<file path="src/rtl/fetch_stage_pkg.sv">
// Shared fetch/decode definitions: widths, opcode field, FSM encoding.
// Opcode constants used by the control unit live here as well.
package fetch_stage_pkg;

  localparam int IW_DEF  = 16;
  localparam int PCW_DEF = 8;

  localparam int OPC_HI = 15;
  localparam int OPC_LO = 12;
  localparam int OPC_W  = OPC_HI - OPC_LO + 1;

  localparam logic [OPC_W-1:0] OP_NOP = 4'h0;
  localparam logic [OPC_W-1:0] OP_ADD = 4'h1;
  localparam logic [OPC_W-1:0] OP_SUB = 4'h2;
  localparam logic [OPC_W-1:0] OP_AND = 4'h3;
  localparam logic [OPC_W-1:0] OP_LD  = 4'h8;
  localparam logic [OPC_W-1:0] OP_ST  = 4'h9;
  localparam logic [OPC_W-1:0] OP_BEQ = 4'hC;
  localparam logic [OPC_W-1:0] OP_JMP = 4'hD;

  typedef enum logic [1:0] {
    S_IDLE = 2'd0,
    S_WAIT = 2'd1,
    S_HOLD = 2'd2
  } fstate_e;

endpackage

</file>
<file path="src/rtl/fetch_skid.sv">
// One-entry skid buffer holding a fetched instruction and its pc.
// Ports: load_i/unload_i/clear_i controls, data_i/pc_i in, valid_o/data_o/pc_o out.
module fetch_skid
  import fetch_stage_pkg::*;
#(
  parameter int IW  = IW_DEF,
  parameter int PCW = PCW_DEF
) (
  input  logic           clk,
  input  logic           rst_n,
  input  logic           load_i,
  input  logic           unload_i,
  input  logic           clear_i,
  input  logic [IW-1:0]  data_i,
  input  logic [PCW-1:0] pc_i,
  output logic           valid_o,
  output logic [IW-1:0]  data_o,
  output logic [PCW-1:0] pc_o
);

  logic           valid_q;
  logic [IW-1:0]  data_q;
  logic [PCW-1:0] pc_q;

  always_ff @(posedge clk) begin
    if (!rst_n || clear_i) begin
      valid_q <= 1'b0;
      data_q  <= '0;
      pc_q    <= '0;
    end else if (load_i) begin
      valid_q <= 1'b1;
      data_q  <= data_i;
      pc_q    <= pc_i;
    end else if (unload_i) begin
      valid_q <= 1'b0;
    end
  end

  assign valid_o = valid_q;
  assign data_o  = data_q;
  assign pc_o    = pc_q;

endmodule

</file>
<file path="src/rtl/fetch_stage.sv">
// Instruction fetch stage: pc, imem handshake, IF/ID register, skid on stall.
// Ports: imem_req/addr/ack/rdata, stall, redirect(+pc), id_valid/inst/pc/opcode.
module fetch_stage
  import fetch_stage_pkg::*;
#(
  parameter int          IW       = IW_DEF,
  parameter int          PCW      = PCW_DEF,
  parameter int unsigned RESET_PC = 0
) (
  input  logic             clk,
  input  logic             rst_n,
  output logic             imem_req,
  output logic [PCW-1:0]   imem_addr,
  input  logic             imem_ack,
  input  logic [IW-1:0]    imem_rdata,
  input  logic             stall,
  input  logic             redirect,
  input  logic [PCW-1:0]   redirect_pc,
  output logic             id_valid,
  output logic [IW-1:0]    id_inst,
  output logic [PCW-1:0]   id_pc,
  output logic [OPC_W-1:0] id_opcode
);

  fstate_e        state_q;
  logic           req_q;
  logic [PCW-1:0] pc_q;
  logic           id_valid_q;
  logic [IW-1:0]  id_inst_q;
  logic [PCW-1:0] id_pc_q;

  logic           skid_ld;
  logic           skid_ul;
  logic           skid_vld;
  logic [IW-1:0]  skid_data;
  logic [PCW-1:0] skid_pc;

  // Skid control mirrors the FSM transitions below; redirect overrides both.
  always_comb begin
    skid_ld = 1'b0;
    skid_ul = 1'b0;
    if (!redirect) begin
      skid_ld = (state_q == S_WAIT) && imem_ack && stall;
      skid_ul = (state_q == S_HOLD) && !stall;
    end
  end

  fetch_skid #(
    .IW  (IW),
    .PCW (PCW)
  ) u_skid (
    .clk      (clk),
    .rst_n    (rst_n),
    .load_i   (skid_ld),
    .unload_i (skid_ul),
    .clear_i  (redirect),
    .data_i   (imem_rdata),
    .pc_i     (pc_q),
    .valid_o  (skid_vld),
    .data_o   (skid_data),
    .pc_o     (skid_pc)
  );

  always_ff @(posedge clk) begin
    if (!rst_n) begin
      state_q    <= S_IDLE;
      req_q      <= 1'b0;
      pc_q       <= PCW'(RESET_PC);
      id_valid_q <= 1'b0;
      id_inst_q  <= '0;
      id_pc_q    <= '0;
    end else if (redirect) begin
      // Flush wins over stall and drops any same-cycle ack data.
      state_q    <= S_WAIT;
      req_q      <= 1'b1;
      pc_q       <= redirect_pc;
      id_valid_q <= 1'b0;
    end else begin
      unique case (state_q)
        S_IDLE: begin
          state_q <= S_WAIT;
          req_q   <= 1'b1;
          if (!stall) id_valid_q <= 1'b0;
        end
        S_WAIT: begin
          if (imem_ack) begin
            pc_q <= pc_q + PCW'(1);
            if (stall) begin
              state_q <= S_HOLD;
              req_q   <= 1'b0;
            end else begin
              id_valid_q <= 1'b1;
              id_inst_q  <= imem_rdata;
              id_pc_q    <= pc_q;
            end
          end else if (!stall) begin
            id_valid_q <= 1'b0;
          end
        end
        S_HOLD: begin
          if (!stall) begin
            state_q    <= S_WAIT;
            req_q      <= 1'b1;
            id_valid_q <= skid_vld;
            id_inst_q  <= skid_data;
            id_pc_q    <= skid_pc;
          end
        end
        default: begin
          state_q <= S_IDLE;
          req_q   <= 1'b0;
        end
      endcase
    end
  end

  assign imem_req  = req_q;
  assign imem_addr = pc_q;
  assign id_valid  = id_valid_q;
  assign id_inst   = id_inst_q;
  assign id_pc     = id_pc_q;
  assign id_opcode = id_inst_q[OPC_HI:OPC_LO];

endmodule

</file>
<file path="config.mk">
export PLATFORM = sky130hd
export DESIGN_NAME = fetch_stage
export DESIGN_NICKNAME = d
export VERILOG_FILES = /design/src/rtl/fetch_stage_pkg.sv /design/src/rtl/fetch_skid.sv /design/src/rtl/fetch_stage.sv
export SDC_FILE = /design/constraint.sdc
export NUM_CORES = 1
export LEC_CHECK = 0
export CAP_MARGIN = 20
export CORE_ASPECT_RATIO = 0.5
export CORE_MARGIN = 2
export CORE_UTILIZATION = 43
export CTS_BUF_LIST = sky130_fd_sc_hd__clkbuf_8
export DETAILED_ROUTE_END_ITERATION = 10
export DONT_BUFFER_PORTS = 1
export PLACE_DENSITY = 0.69
export SLEW_MARGIN = 10
export SYNTH_ARGS = -nofsm -noshare
export SYNTH_HDL_FRONTEND = slang
export SYNTH_SLANG_ARGS = --single-unit
</file>
<file path="constraint.sdc">
create_clock -name clk -period 2.3 [get_ports clk]
set_input_delay 0.345 -clock clk [delete_from_list [all_inputs] [get_ports clk]]
set_output_delay 0.345 -clock clk [all_outputs]
set_load 0.02 [all_outputs]
</file>
==> key figures, run 1 <==
Status
  • Outcome: finished clean

Place
  • Final weighted congestion in routability-driven placement: just over 0.8
  • HPWL reported at the end of detailed placement: ~3800 microns
  • Port Buf Inserts: 0
  • Post-Place Worst Slack: 389 ps

Timing
  • Worst Max-Slew Pin Slew: roughly 430 ps
  • Headroom to the max-slew limit: 0.713
  • Period utilisation layout: 0.841
  • Slew Viols, Final: 0
  • Hold Fails Final Rpt: 0
  • Final Setup Violations: 0
  • Clock period minus final worst setup slack: 1930 ps
  • Worst setup margin: 366 ps
  • Unrepaired setup endpoints after global routing: no
  • Maximum clock frequency: 517 MHz
  • TNS Setup: 0 ps
  • Worst clock skew: 6.66 ps

Synth
  • Synth top area cells: sky130_fd_sc_hd__dfxtp_1, sky130_fd_sc_hd__nand2_1, sky130_fd_sc_hd__mux2i_1
  • Top cell type's share of synthesized area: 0.449
  • Mean post-synth cell area: just under 9 sq um
  • Asr flop ratio synth: 0
  • Flops & latches, synth: 60
  • Most common flop cell mapped by yosys: sky130_fd_sc_hd__dfxtp_1
  • Gate count of the mapped netlist: 300
  • Share of synthesized area occupied by flip-flops and latches: 0.449
  • Number of distinct standard cells referenced by the synthesized netlist: 31
  • Total nets after synthesis: 335
  • Number of enable flip-flop cells after synthesis: 0
  • Netlist Area Pre-Place: 0.00268 sq mm
  • Yosys top cell by area: sky130_fd_sc_hd__dfxtp_1
  • Yosys warning count: 0

Clock network
  • Library cell used as clock root buffer: sky130_fd_sc_hd__clkbuf_8
  • Register clock-pin slew on the reported worst setup and hold paths: 70 ps
  • Post-CTS Resized: 0
  • Maximum clock path buffer count: 2
  • Total setup buffers inserted after CTS: 0
  • Clock latency at the later pin of the worst-skew pair: 330 ps
  • Number of CTS-inserted buffers: 9
  • Number of H-tree branching levels: 3
  • # clock sinks: 60
  • Post-CTS Hold Fix Bufs: 0
  • TritonCTS clock tree: done

Route
  • DRC violation count after routing: 0
  • Overall routed net length: 5690 microns
  • TritonRoute pass-1 iters: 6
  • Detailed-route wire length per cell: between 10 and 15 microns
  • Vias: 2033
  • DR iter-0 viols: 137
  • Post-route antenna net violation count: 0
  • Average via count per standard cell: 5.29

Critical path
  • Worst-path maximum fanout: 48
  • Crit path max-delay cell type: sky130_fd_sc_hd__dfxtp_1
  • Endpoint type of the worst setup path: register
  • Buffers and inverters on the worst path: 2
  • Cell count of the worst reg-to-reg path: 7
  • Critical Path, Cell by Cell: inv_1 > ha_1 > a21o_1 > a211oi_4 > buf_12 > nand2_1 > o211a_1
  • Category of cells accounting for the largest share of critical-path delay: compound AO/OA/AOI/OAI gates
  • Worst endpoint required time: 2530 ps
  • Startpoint of the lowest-slack register-to-register path: state_q[0]
  • Type of the worst setup path: reg -> reg
  • Worst endpoint data arrival time: 2160 ps
  • Total number of cells along the worst setup path: 7
  • Setup crit start kind: register
  • Launching instance or port of the critical path: state_q[0]
  • Critical Path Max Stage Delay: 420 ps
  • Reg2Reg Setup Slack: 370 ps

Floorplanning
  • Width of the die: roughly 120 microns
  • Core Region: approximately 0.0060 sq mm
  • Initial core utilization: 0.444
  • Die Outline Area: 0.00691 sq mm
  • Vertical die dimension: 59.8 microns
  • Boundary pin count: 67
  • # rows: 20

Finish
  • Synthesis-to-finish area growth: 8.65%
  • Proportion of layout cells with a drive suffix above 1: 0.0811
  • Number of nets in the layout: between 300 and 400
  • Antenna cells: 0

Power and ir drop
  • Worst VDD drop: 0.000282 V
  • Cell leakage power: 1.22 nW
  • PwrDens: around 810 mW/mm^2
  • Final Power: 2.35 mW

Global route
  • Initial antenna violation count: 0
  • Overall Global Routing Usage: 0.173
  • Maximum number of pins on one net before global-route repair: 49
  • Via count of the first global-routing pass: between 1500 and 2000
  • First-pass GRT wire length: around 9000 microns
  • Overall overflow remaining after global route: 0

Min path
  • Startpoint of the tightest hold check path: rst_n
  • Worst Hold Depth: 1
  • Worst hold-check path type: in -> reg

Flow run
  • Max Cap Viol: 0
-- cells in the final DEF, fill, tap and decap left out, drive strengths merged, types with 5 or more instances in the layout --
master  netlist  layout
xnor2         6       6
clkinv        0       5
buf          16       6
a21oi        31      31
o21ai        10      10
o211a        25      25
mux2i        25      25
inv           4       5
clkbuf       10       9
nand2        78      78
ha            6       6
dfxtp        60      60
-- state kept, by name (all words and copies together), names as in the netlist --
signal / flops
imem_addr: 8
u_skid.valid_o: 1
u_skid.pc_o: 8
state_q: 2
id_inst: 16
id_pc: 8
u_skid.data_o: 16
id_valid: 1
-- cells in the mapped netlist, drive strengths merged (3+ instances only) --
library cell   n
dfxtp         60
ha             6
a21oi         31
o211a         25
nand3          4
buf           16
and2           4
inv            4
mux2i         25
xnor2          6
o21ai         10
clkbuf        10
nand2         78
nand4          3
nor2           3
-- metal layers --
layer  up-vias  global-route usage  part of all wire
met5         -                   0                 0
met4         0              0.0637            0.0049
met3         3              0.0801             0.074
met2        40               0.282              0.46
met1       980               0.202              0.46
li1       1010                   -                 -
-- final timing paths --
check | to
setup / recovery | id_inst[3]
hold / removal | state_q[0]
hold reg to reg | u_skid.data_o[8]
setup reg to reg | id_inst[3]
-- logic make-up (layout without fill, tap and decap cells) --
group                      after synthesis  in the layout  synth area share
AOI/OAI and AO/OA                       73             73             0.193
xor gates and xnor gates                 8              8            0.0262
muxes                                   25             25            0.0935
adders and majority gates                6              6            0.0281
and+or+nand+nor                         98             98             0.152
DFF                                     60             60             0.449
buffers and inverters                   30             26            0.0589
-- layout make-up --
| cell class | count | area (sq um) |
|---|---|---|
| clock buffers | 9 | 124 |
| clock inverters | 7 | 75.1 |
| fillers | 608 | 3120 |
| inverters | 4 | 15.0 |
| multi-input cells | 210 | 1320 |
| flip-flops and latches | 60 | 1200 |
| well taps | 88 | 110 |
| repair buffers | 6 | 57.6 |
-- report_power, final --
part,switching (mW),internal (mW)
clock,0.428,0.505
sequential,0.119,1.09
combinational,0.107,0.0922
-- stage by stage --
| stage | hold WS, ps | cells | cell area (sq um) | util |
|---|---|---|---|---|
| 6_report | 136 | 384 | 2910 | 0.482 |
| 5_1_grt | 119 | 384 | 2910 | 0.482 |
| 4_1_cts | 116 | 384 | 2910 | 0.482 |
| 3_5_place_dp | 446 | 368 | 2710 | 0.449 |
| 3_3_place_gp | 441 | 368 | 2710 | 0.449 |
| 2_1_floorplan | 436 | 300 | 2680 | - |
Power figures use the tool's default switching activity.
==> run 2: changes to the inputs <==
clock period = 1.85 ns   (was 2.3 ns; I/O delays follow)
==> run 2 against run 1 <==
Worst setup slack got worse by 280 ps. Global-route usage rose by 0.78 points. Sequential cell count did not move. Critical path type unchanged. Worst hold slack got worse by 67 ps. Largest cell class unchanged. Clock power rose by 25%. Total power rose by 27%.
==> key figures, run 2 (same netlist as run 1, synthesis figures left out) <==
Min path
  • Worst hold-check path type: in -> reg
  • Worst Hold Depth: 1

Route
  • Overall routed net length: between 5000 and 6000 microns
  • DR iter-0 viols: ~100
  • Post-route antenna net violation count: 0
  • TritonRoute pass-1 iters: 4
  • DRC violation count after routing: 0
  • Average via count per standard cell: ~5.3
  • Vias: between 2000 and 2500
  • Detailed-route wire length per cell: 15.1 microns

Finish
  • Proportion of layout cells with a drive suffix above 1: 0.114
  • Antenna cells: 0
  • Number of nets in the layout: ~340
  • Commonest cells after routing, fill and taps aside: sky130_fd_sc_hd__nand2_1, sky130_fd_sc_hd__dfxtp_1, sky130_fd_sc_hd__a21oi_1, sky130_fd_sc_hd__mux2i_1, sky130_fd_sc_hd__o211a_1
  • Synthesis-to-finish area growth: 13.3%
  • Leading cell type in the layout, fill and taps excluded: sky130_fd_sc_hd__nand2_1
  • Summed area of non-filler cells in the final layout: 0.00303 sq mm

Floorplanning
  • Core Region: 0.00603 sq mm
  • Boundary pin count: 67
  • # rows: 20
  • Die Outline Area: approximately 0.0069 sq mm
  • Initial core utilization: 0.444
  • Width of the die: 116 microns
  • Vertical die dimension: 59.8 microns

Clock network
  • Number of H-tree branching levels: 3
  • Clock latency at the later pin of the worst-skew pair: about 330 ps
  • # clock sinks: 60
  • Register clock-pin slew on the reported worst setup and hold paths: ~70 ps
  • Post-CTS Hold Fix Bufs: 0
  • Maximum clock path buffer count: 2
  • TritonCTS clock tree: done
  • Number of CTS-inserted buffers: 9
  • Library cell used as clock root buffer: sky130_fd_sc_hd__clkbuf_8

Critical path
  • Worst-path maximum fanout: 24
  • Type of the worst setup path: reg -> reg
  • Cell count of the worst reg-to-reg path: 7
  • Worst endpoint data arrival time: 2040 ps
  • Setup crit start kind: register
  • Worst endpoint required time: 2120 ps
  • Endpoint type of the worst setup path: register

Place
  • Placement-stage cell area: between 0.002 and 0.003 sq mm
  • Port Buf Inserts: 0
  • Final weighted congestion in routability-driven placement: ~0.8
  • HPWL reported at the end of detailed placement: approximately 4000 microns
  • Post-Place Worst Slack: 8.02 ps

Timing
  • Maximum clock frequency: ~570 MHz
  • Worst Max-Slew Pin Slew: 519 ps
  • Clock period minus final worst setup slack: 1770 ps
  • Worst setup margin: 84.6 ps
  • Unrepaired setup endpoints after global routing: no
  • Hold Fails Final Rpt: 0
  • Worst clock skew: 8.57 ps
  • Headroom to the max-slew limit: 0.653
  • Period utilisation layout: 0.954
  • TNS Setup: 0 ps
  • Slew Viols, Final: 0
  • Final Setup Violations: 0

Global route
  • First-pass GRT wire length: 9590 microns
  • Initial antenna violation count: 0
  • Overall Global Routing Usage: 0.181
  • Via count of the first global-routing pass: 1976
  • Overall overflow remaining after global route: 0
  • Maximum number of pins on one net before global-route repair: 35

Power and ir drop
  • Cell leakage power: between 1 and 1.5 nW
  • PwrDens: a little under 1000 mW/mm^2
  • Worst VDD drop: 0.000602 V

Flow run
  • Max Cap Viol: 0

Status
  • Outcome: finished clean
==> run 2: cell count changes in the layout (fill, tap and decap cells not counted), sizes merged <==
cell	change
buf	+10
clkinv	-2
clkinvlp	+2
clkbuf	+1
inv	-1
==> run 2: worst max-delay path, cell delays in order, from the launching register on <==
cell	delay, ps
sky130_fd_sc_hd__dfxtp_1	420
sky130_fd_sc_hd__inv_1	90
sky130_fd_sc_hd__ha_1	230
sky130_fd_sc_hd__a21o_1	190
sky130_fd_sc_hd__a211oi_4	280
sky130_fd_sc_hd__buf_4	190
sky130_fd_sc_hd__buf_16	160
sky130_fd_sc_hd__o211a_1	150
==> run 2: timing repair <==
item                                    4_1_cts  5_1_grt
resized for setup                             1        1
pin swaps                                     1        0
buffers inserted                              1        0
cloned                                        1        0
endpoints found under the setup margin        1       24
==> run 2: cell type report <==
| cell class | count | area [sq um] |
|---|---|---|
| tap | 88 | 110 |
| multi-input combinational | 210 | 1320 |
| clock inverter | 6 | 63.8 |
| inverter | 4 | 15.0 |
| fill | 567 | 3000 |
| sequential | 60 | 1200 |
| clock buffer | 10 | 138 |
| timing repair buffer | 16 | 178 |
==> run 2: metrics by stage <==
stage	hold WS, ps	utilization	cells	power [mW]
after global routing	53.5	0.502	394	3.11
after global placement	403	0.463	376	1.80
after detailed placement	407	0.463	376	1.81
after CTS	51.9	0.502	394	3.01
final	68.5	0.502	394	2.97
after floorplan	413	-	300	1.75
==> run 2: power breakdown <==
group / total, mW / leakage, nW / switching [mW] / internal [mW]
Sequential: 1.48 / 0.489 / 0.122 / 1.36
Clock: 1.17 / 0.0983 / 0.519 / 0.655
Combinational: 0.317 / 0.698 / 0.172 / 0.144
==> run 2: final timing paths <==
| kind | startpoint | endpoint | slack (ps) |
|---|---|---|---|
| worst max-delay path | state_q[1] | id_inst[4] | 80 |
| worst min register to register | u_skid.data_o[10] | u_skid.data_o[10] | 460 |
| worst max register to register | state_q[1] | id_inst[4] | 80 |
| worst min-delay path | rst_n | state_q[0] | 70 |
==> run 2: routing by layer <==
layer	track usage	wire length, microns	vias up
li1	-	-	1030
met1	0.219	2680	1017
met2	0.300	2800	40
met3	0.0700	392	5
met4	0.0602	60	0
met5	0	0	-
==> run 3: changes to the inputs <==
ABC_AREA = 1   (was unset)
REMOVE_ABC_BUFFERS = 1   (was unset)
==> run 3 against run 2 <==
Worst setup slack improved by 52 ps. First-iteration DRC count increased by 120%. Register-to-register slack improved by 50 ps. Sequential cell count unchanged. Worst hold slack improved by 8.5 ps. Non-clock buffer count decreased by 6. Synthesized cell count increased by 27%. Final area decreased by 0.12%. Via count increased by 13%. Combinational power decreased by 6.9%. Count of clock-buffer cells in the layout unchanged. Global-route usage increased by 0.90 points.
==> key figures, run 3 <==
Route
  • DR iter-0 viols: 226
  • Post-route antenna net violation count: 0
  • TritonRoute pass-1 iters: 5
  • Detailed-route wire length per cell: 13.4 microns
  • Overall routed net length: between 6000 and 7000 microns
  • Average via count per standard cell: slightly above 5
  • Vias: 2370
  • DRC violation count after routing: 0

Floorplanning
  • Die Outline Area: 0.00704 sq mm
  • Width of the die: 117 microns
  • Core Region: between 0.006 and 0.007 sq mm
  • # rows: 20
  • Boundary pin count: 67
  • Initial core utilization: 0.447
  • Vertical die dimension: 60.4 microns

Finish
  • Layout Cells excl Fill: approximately 470
  • # fillers: around 620
  • Number of nets in the layout: 413
  • Util after Layout: 0.496
  • Leading cell type in the layout, fill and taps excluded: sky130_fd_sc_hd__o21ai_0
  • Proportion of layout cells with a drive suffix above 1: 0.0940
  • Summed area of non-filler cells in the final layout: 0.00303 sq mm
  • Commonest cells after routing, fill and taps aside: sky130_fd_sc_hd__o21ai_0, sky130_fd_sc_hd__nor2_1, sky130_fd_sc_hd__dfxtp_1, sky130_fd_sc_hd__nand2_1, sky130_fd_sc_hd__inv_1
  • Synthesis-to-finish area growth: 10.8%
  • Antenna cells: 0

Timing
  • Worst setup margin: 137 ps
  • Headroom to the max-slew limit: 0.713
  • Unrepaired setup endpoints after global routing: no
  • Hold Fails Final Rpt: 0
  • Worst clock skew: just under 8 ps
  • Clock period minus final worst setup slack: ~1700 ps
  • Worst-case hold slack: a little under 80 ps
  • Maximum clock frequency: 584 MHz
  • Worst Max-Slew Pin Slew: 430 ps
  • Slew Viols, Final: 0
  • Final Setup Violations: 0
  • Period utilisation layout: 0.926

Clock network
  • Number of CTS-inserted buffers: 9
  • Number of H-tree branching levels: 3
  • # clock sinks: 60
  • Clock latency at the later pin of the worst-skew pair: between 300 and 400 ps
  • Maximum clock path buffer count: 2
  • Post-CTS Hold Fix Bufs: 0
  • Total setup buffers inserted after CTS: 0
  • Library cell used as clock root buffer: sky130_fd_sc_hd__clkbuf_8
  • TritonCTS clock tree: done
  • Register clock-pin slew on the reported worst setup and hold paths: ~70 ps
  • Post-CTS Resized: 0

Status
  • Outcome: finished clean

Global route
  • Overall overflow remaining after global route: 0
  • First-pass GRT wire length: 10100 microns
  • Maximum number of pins on one net before global-route repair: 30
  • Initial antenna violation count: 0
  • Via count of the first global-routing pass: 2162
  • Overall Global Routing Usage: 0.190

Synth
  • Most common flop cell mapped by yosys: sky130_fd_sc_hd__dfxtp_1
  • Netlist Area Pre-Place: ~0.0027 sq mm
  • Asr flop ratio synth: 0
  • Share of synthesized area occupied by flip-flops and latches: 0.440
  • Mean post-synth cell area: 7.19 sq um
  • Most used standard cells in the synthesized netlist: sky130_fd_sc_hd__o21ai_0, sky130_fd_sc_hd__nor2_1, sky130_fd_sc_hd__dfxtp_1
  • Number of enable flip-flop cells after synthesis: 0
  • Number of distinct standard cells referenced by the synthesized netlist: 25
  • Most used standard cell by instance count after synthesis: sky130_fd_sc_hd__o21ai_0
  • Synth top area cells: sky130_fd_sc_hd__dfxtp_1, sky130_fd_sc_hd__o21ai_0, sky130_fd_sc_hd__nor2_1
  • Yosys warning count: 0
  • Yosys top cell by area: sky130_fd_sc_hd__dfxtp_1
  • Flops & latches, synth: 60
  • Top cell type's share of synthesized area: 0.440
  • Gate count of the mapped netlist: 380

Power and ir drop
  • Worst VDD drop: 0.000331 V
  • PwrDens: roughly 1000 mW/mm^2
  • Cell leakage power: 1.20 nW

Critical path
  • Worst-path maximum fanout: 22
  • Worst endpoint required time: 2070 ps
  • Setup crit start kind: register
  • Type of the worst setup path: reg -> reg
  • Endpoint type of the worst setup path: register
  • Worst endpoint data arrival time: just under 2000 ps

Flow run
  • Max Cap Viol: 0

Place
  • Placement-stage cell area: 0.00280 sq mm
  • Final weighted congestion in routability-driven placement: 0.832
  • Post-Place Worst Slack: approximately 110 ps
  • HPWL reported at the end of detailed placement: 4410 microns
  • Port Buf Inserts: 0
  • Placed insts: roughly 460

Min path
  • Worst hold-check path type: in -> reg
[run 3: cell types whose count changed after synthesis, moves of 6 or more]
cell	change
sky130_fd_sc_hd__inv_1	+36
sky130_fd_sc_hd__nor2_1	+64
sky130_fd_sc_hd__o21ai_0	+64
sky130_fd_sc_hd__xnor2_1	-6
sky130_fd_sc_hd__o211a_1	-25
sky130_fd_sc_hd__o21ai_1	+6
sky130_fd_sc_hd__nand2_1	-29
sky130_fd_sc_hd__mux2i_1	-25
[run 3: logic make-up after synthesis]
family / synth area share
buffers and inverters: 0.103
DFF: 0.440
xor gates and xnor gates: 0.00641
AOI/OAI and AO/OA: 0.230
adders and majority gates: 0.0275
and+or+nand+nor: 0.193
[run 3: cell type report]
class,count,area [sq um],area share
Clock buffer,10,138,0.0455
Clock inverter,6,80.1,0.0265
Inverter,41,156,0.0517
Multi-Input combinational cell,256,1250,0.413
Sequential cell,60,1200,0.398
Tap cell,88,110,0.0364
Timing Repair Buffer,10,87.6,0.0289
[run 3: worst paths after layout]
path,from,depth (start not counted),end,slack (ps)
setup / recovery,state_q[0],7,id_pc[6],140
hold / removal,rst_n,2,id_inst[9],80
setup reg to reg,state_q[0],7,id_pc[6],140
hold reg to reg,u_skid.data_o[10],2,u_skid.data_o[10],450
[run 3: report_power, final]
group	internal [mW]	switching, mW
clock	0.783	0.503
sequential	1.36	0.122
combinational	0.103	0.192
[run 3: worst max-delay path: stages, from the launching register on]
cell	delay, ps
sky130_fd_sc_hd__dfxtp_2	370
sky130_fd_sc_hd__inv_1	90
sky130_fd_sc_hd__ha_1	340
sky130_fd_sc_hd__nor2_1	120
sky130_fd_sc_hd__nand4_2	170
sky130_fd_sc_hd__buf_4	260
sky130_fd_sc_hd__o21ai_1	170
sky130_fd_sc_hd__nor2_1	70
[run 3: metal layers]
metal,global-route usage,up-vias,part of all wire
li1,-,1226,-
met1,0.226,1063,0.44
met2,0.322,77,0.47
met3,0.0709,4,0.084
met4,0.0672,0,0.0070
met5,0,-,0
[run 3: stage by stage]
stage	total power, mW	TNS [ps]
floorplan	1.72	-2310
global placement	1.79	0
detailed placement	1.80	0
CTS	3.09	0
global route	3.20	0
finish	3.06	0
